File: src/rtl/lcd_timing_pkg.sv
// Shared constants and types for the LCD video timing generator.
// Defaults describe the 800x480 panel; totals are a full line/frame period.
package lcd_timing_pkg;

    typedef logic [15:0] coord_t;

    localparam int MAX_TOTAL = 65535;

    localparam int DEF_H_ACTIVE = 800;
    localparam int DEF_H_FP     = 210;
    localparam int DEF_H_SYNC   = 30;
    localparam int DEF_H_BP     = 16;
    localparam int DEF_V_ACTIVE = 480;
    localparam int DEF_V_FP     = 22;
    localparam int DEF_V_SYNC   = 13;
    localparam int DEF_V_BP     = 10;

    function automatic int axis_total(input int sync_len, input int back_porch,
                                      input int active, input int front_porch);
        return sync_len + back_porch + active + front_porch;
    endfunction

    localparam int DEF_H_TOTAL = axis_total(DEF_H_SYNC, DEF_H_BP, DEF_H_ACTIVE, DEF_H_FP);
    localparam int DEF_V_TOTAL = axis_total(DEF_V_SYNC, DEF_V_BP, DEF_V_ACTIVE, DEF_V_FP);

endpackage

File: src/rtl/lcd_timing_gen_axis_counter.sv
// Wrapping position counter for one video axis, with sync and active-window decode
// of both the current position and the position it will take on the next edge.
module timing_axis_counter
    import lcd_timing_pkg::*;
#(
    parameter int TOTAL     = DEF_H_TOTAL,
    parameter int SYNC      = DEF_H_SYNC,
    parameter int ACT_START = DEF_H_SYNC + DEF_H_BP,
    parameter int ACT_LEN   = DEF_H_ACTIVE
) (
    input  logic   clk,
    input  logic   reset_n,
    input  logic   clear,
    input  logic   inc,
    output coord_t count,
    output logic   tc,
    output logic   in_sync,
    output logic   in_active,
    output logic   next_active
);

    localparam coord_t LAST     = coord_t'(TOTAL - 1);
    localparam coord_t SYNC_END = coord_t'(SYNC);
    localparam coord_t ACT_LO   = coord_t'(ACT_START);
    localparam coord_t ACT_HI   = coord_t'(ACT_START + ACT_LEN);

    coord_t advanced;

    assign tc       = (count == LAST);
    assign advanced = inc ? (tc ? '0 : count + 16'd1) : count;

    always_ff @(posedge clk) begin
        if (!reset_n || clear) begin
            count <= '0;
        end else begin
            count <= advanced;
        end
    end

    // The look-ahead decode ignores clear: when clearing, the outputs are forced idle anyway.
    assign in_sync     = (count < SYNC_END);
    assign in_active   = (count >= ACT_LO) && (count < ACT_HI);
    assign next_active = (advanced >= ACT_LO) && (advanced < ACT_HI);

endmodule

File: src/rtl/lcd_timing_gen.sv
// LCD timing generator: registered HS/VS/DE, pixel coordinates, a one-cycle-early
// pixel request for the frame-buffer FIFO and a frame-start pulse.
module lcd_timing_gen
    import lcd_timing_pkg::*;
#(
    parameter int H_ACTIVE = DEF_H_ACTIVE,
    parameter int H_FP     = DEF_H_FP,
    parameter int H_SYNC   = DEF_H_SYNC,
    parameter int H_BP     = DEF_H_BP,
    parameter int V_ACTIVE = DEF_V_ACTIVE,
    parameter int V_FP     = DEF_V_FP,
    parameter int V_SYNC   = DEF_V_SYNC,
    parameter int V_BP     = DEF_V_BP
) (
    input  logic   CLK,
    input  logic   RESET_n,
    input  logic   EN,
    output logic   HS,
    output logic   VS,
    output logic   DE,
    output logic   REQ,
    output coord_t X,
    output coord_t Y,
    output logic   FRAME_START
);

    localparam int H_TOTAL = axis_total(H_SYNC, H_BP, H_ACTIVE, H_FP);
    localparam int V_TOTAL = axis_total(V_SYNC, V_BP, V_ACTIVE, V_FP);

    localparam coord_t H_OFF = coord_t'(H_SYNC + H_BP);
    localparam coord_t V_OFF = coord_t'(V_SYNC + V_BP);

    if (H_TOTAL > MAX_TOTAL || V_TOTAL > MAX_TOTAL) begin : g_bad_params
        $error("lcd_timing_gen: line or frame total exceeds 16-bit counter range");
    end

    coord_t h;
    coord_t v;
    logic   h_tc;
    logic   v_tc;
    logic   h_sync;
    logic   v_sync;
    logic   h_act;
    logic   v_act;
    logic   h_next_act;
    logic   v_next_act;
    logic   idle;
    logic   act;
    logic   unused_v_tc;

    assign idle        = !EN;
    assign act         = h_act && v_act;
    assign unused_v_tc = v_tc;

    timing_axis_counter #(
        .TOTAL     (H_TOTAL),
        .SYNC      (H_SYNC),
        .ACT_START (H_SYNC + H_BP),
        .ACT_LEN   (H_ACTIVE)
    ) u_h_axis (
        .clk         (CLK),
        .reset_n     (RESET_n),
        .clear       (idle),
        .inc         (1'b1),
        .count       (h),
        .tc          (h_tc),
        .in_sync     (h_sync),
        .in_active   (h_act),
        .next_active (h_next_act)
    );

    timing_axis_counter #(
        .TOTAL     (V_TOTAL),
        .SYNC      (V_SYNC),
        .ACT_START (V_SYNC + V_BP),
        .ACT_LEN   (V_ACTIVE)
    ) u_v_axis (
        .clk         (CLK),
        .reset_n     (RESET_n),
        .clear       (idle),
        .inc         (h_tc),
        .count       (v),
        .tc          (v_tc),
        .in_sync     (v_sync),
        .in_active   (v_act),
        .next_active (v_next_act)
    );

    // Every pin is registered from the current counter position, so REQ decodes the
    // position one step ahead to land exactly one cycle before DE.
    always_ff @(posedge CLK) begin
        if (!RESET_n || !EN) begin
            HS          <= 1'b1;
            VS          <= 1'b1;
            DE          <= 1'b0;
            REQ         <= 1'b0;
            X           <= '0;
            Y           <= '0;
            FRAME_START <= 1'b0;
        end else begin
            HS          <= !h_sync;
            VS          <= !v_sync;
            DE          <= act;
            REQ         <= h_next_act && v_next_act;
            X           <= act ? (h - H_OFF) : '0;
            Y           <= act ? (v - V_OFF) : '0;
            FRAME_START <= (h == '0) && (v == '0);
        end
    end

endmodule

File: config.mk
export PLATFORM = sky130hd
export DESIGN_NAME = lcd_timing_gen
export DESIGN_NICKNAME = d
export VERILOG_FILES = /design/src/rtl/lcd_timing_pkg.sv /design/src/rtl/lcd_timing_gen_axis_counter.sv /design/src/rtl/lcd_timing_gen.sv
export SDC_FILE = /design/constraint.sdc
export NUM_CORES = 1
export LEC_CHECK = 0
export BUFFER_PORTS_ARGS = -buffer_cell sky130_fd_sc_hd__buf_4
export CAP_MARGIN = 20
export CELL_PAD_IN_SITES_DETAIL_PLACEMENT = 0
export CELL_PAD_IN_SITES_GLOBAL_PLACEMENT = 2
export CORE_ASPECT_RATIO = 0.7
export CORE_MARGIN = 2
export CORE_UTILIZATION = 33
export CTS_BUF_LIST = sky130_fd_sc_hd__clkbuf_4 sky130_fd_sc_hd__clkbuf_8
export DETAILED_ROUTE_END_ITERATION = 10
export PLACE_DENSITY_LB_ADDON = 0.3
export SYNTH_ARGS = -nofsm -noshare
export SYNTH_HDL_FRONTEND = slang
export SYNTH_SLANG_ARGS = --single-unit
export TNS_END_PERCENT = 5
File: constraint.sdc
create_clock -name CLK -period 2.4 [get_ports CLK]
set_input_delay 0.48 -clock CLK [delete_from_list [all_inputs] [get_ports CLK]]
set_output_delay 0.48 -clock CLK [all_outputs]
set_load 0.02 [all_outputs]
==> impl_results.md <==
- RSZ-0062 raised after global routing: true
- Port bufs: 39
- Fin cells: 612
- Max Slew Vio Count: 0
- Final setup viols: 0
- Most used DFF post-synth: dfxtp_1
- LEAKAGE: 1.78 nW
- Worst-path clk slew: 80 ps
- Outcome: finished clean
- ANT nets after route: 0
- Clk Latency, worst-skew pair: 350 ps
- Diode count: 0
- Worst Path Max Fanout: 7
- Worst Setup Path Type: register to register
- DRC: 0
- DR WL/cell: 15.1 microns
- CTS buffer count: 9
- Max Cap Viol: 0
- Cell Area, Synth: 3400 sq um
- Initial core utilization: 34.4%
- Number of global-route vias before repair: 2780
- Worst Path Arrival: 2570 ps
- Max frequency: 433 MHz
- Pwr dens: 507 nW/um^2
- Ys async rst share: 0%
- Setup Slack @ Placement: 34.1 ps
- Routed WL: 9.21 mm
- Via count: 3005
- CTS root buffer: clkbuf_8
- EDFF count, synth: 0
- # clock sinks: 69
- First-pass GRT wire length: 14.6 mm
- Mean number of vias per cell: 4.91
- FF+latch count, synth: 69
- Placed cells: 596
- Yosys warning total: 0
- Worst setup SP type: register
- H-tree levels: 3
- Fraction of layout cells with a size suffix above 1: 25.4%
- Grt total ovfl: 0
- Minimum clock period: 2310 ps
- Hold WC Path Type: input port to register
- Net count reported at finish: 487
- Layout Area Growth over Synthesis: 27.2%
- Placeable Area: 9870 sq um
- Die Width: 125 microns
- Instance count of the mapped netlist: 408
- Finished Core Util: 43.8%
- Clk_skew: 12.9 ps
- Leading cell type in the layout, fill and taps excluded: buf_4
- Full die area: 11100 sq um
- Total GRT Usage: 17.0%
- Most frequent cells in the layout: buf_4, nor2_1, dfxtp_1
- Hpwl dp: 7.06 mm
- Die height: 88.9 microns
- Final hold slack: 368 ps
- Tcrit/Tclk final: 96.3%
- Design Area, Final: 4320 sq um
- Distinct cells, synth: 54
- CTS tree: built
- Post-Syn Area per Cell: 8.33 sq um
- Worst path required time: 2660 ps
- TritonRoute pass-1 iters: 4
- Hold-fix buffers at CTS: 0
- I/O Pins: 40
- Sequential share of the synthesized area: 40.6%
- DRT iter0 DRCs: 161
- Final setup margin: 89.9 ps
- Critical path capture point type: register
- Initial antenna violation count: 0
- Final hold viol count: 0
- Max Buffers Root-to-Sink: 2
- Peak VDD IR: 0.253 mV
- Row Count: 30
- Placed Area: 4080 sq um
- GPL Wtd Cong: 0.887
- Largest net degree at the start of global routing: 25
per-layer routing:
| metal | vias to the layer above | global-route usage, % | part of all wire [%] |
|---|---|---|---|
| met5 | - | 0 | 0 |
| met4 | 0 | 4.55 | 0.87 |
| met3 | 7 | 4.91 | 6.0 |
| met2 | 83 | 24.6 | 40 |
| met1 | 1387 | 24.8 | 53 |
| li1 | 1528 | - | - |
final timing paths:
check / startpoint / end / slack (ps) / cells after the start
min reg2reg: u_v_axis.count[15] / Y[15] / 540 / 2
max reg2reg: u_h_axis.count[0] / REQ / 90 / 9
max: u_h_axis.count[0] / REQ / 90 / 9
min: RESET_n / HS / 370 / 2
cell usage after synthesis (all sizes together), types with 2 or more instances:
master,instances,area (sq um)
nor2,77,289
dfxtp,69,1380
nand2,31,116
xnor2,25,219
xor2,17,149
nand3,16,80.1
nor3,16,85.1
a21oi,15,75.1
clkbuf,15,56.3
buf,14,95.1
nand4,12,90.1
and3,11,68.8
inv,10,37.5
o21ai,9,45.0
nor4,7,73.8
o211ai,6,45.0
or3,6,42.5
ha,5,62.6
nand2b,5,31.3
a211oi,4,30.0
and2,4,27.5
nor2b,4,25.0
a2111oi,3,51.3
a31oi,3,18.8
and4,3,26.3
a21boi,2,15.0
or4,2,15.0
logic make-up (layout without fill, tap and decap cells):
group / after synthesis / in the layout / share of synthesized area [%]
AND/OR/NAND/NOR: 201 / 201 / 30.4
flip-flops: 69 / 69 / 40.6
AO/OA/AOI/OAI: 50 / 50 / 10.3
XOR/XNOR: 42 / 42 / 10.8
buffers and inverters: 39 / 113 / 5.56
adder cells (fa/ha/maj): 5 / 5 / 1.84
other: 1 / 3 / 0.110
multiplexers: 1 / 1 / 0.295
timing repair:
item	4_1_cts	5_1_grt
endpoints found under the setup margin	0	26
setup buffers	0	0
resized for setup	0	10
sequential cells by signal, indices dropped and copies added (netlist names):
| signal | flops |
|---|---|
| REQ | 1 |
| DE | 1 |
| u_v_axis.count | 16 |
| X | 16 |
| FRAME_START | 1 |
| Y | 16 |
| u_h_axis.count | 16 |
| VS | 1 |
| HS | 1 |
area by class of cell:
type | count | area [sq um]
inverters | 10 | 37.5
repair buffers | 87 | 666
well taps | 128 | 160
fillers | 994 | 5550
clock inverters | 6 | 70.1
multi-input cells | 302 | 1870
flip-flops and latches | 69 | 1380
clock buffers | 10 | 138
per-stage QoR:
stage               TNS, ps  total power, mW
floorplan                 0             1.21
global placement          0             1.24
detailed placement        0             1.24
CTS                       0             2.22
global route          -29.6             2.28
finish                    0             2.19
worst max-delay path, stage by stage, from the launching register on:
cell,delay [ps]
dfxtp_1,320
ha_2,190
and3_2,250
buf_4,170
and3_1,190
a21boi_0,200
o21ai_1,130
a2111oi_4,290
nand4b_1,150
a2111oi_2,330
where the power goes:
group / total (mW) / internal (mW) / switching [mW]
registers: 1.15 / 1.15 / 0.00236
logic: 0.0576 / 0.0223 / 0.0353
clock network: 0.982 / 0.513 / 0.469
total: 2.19 / 1.69 / 0.507
No activity file was read; power rests on OpenSTA's default activity.
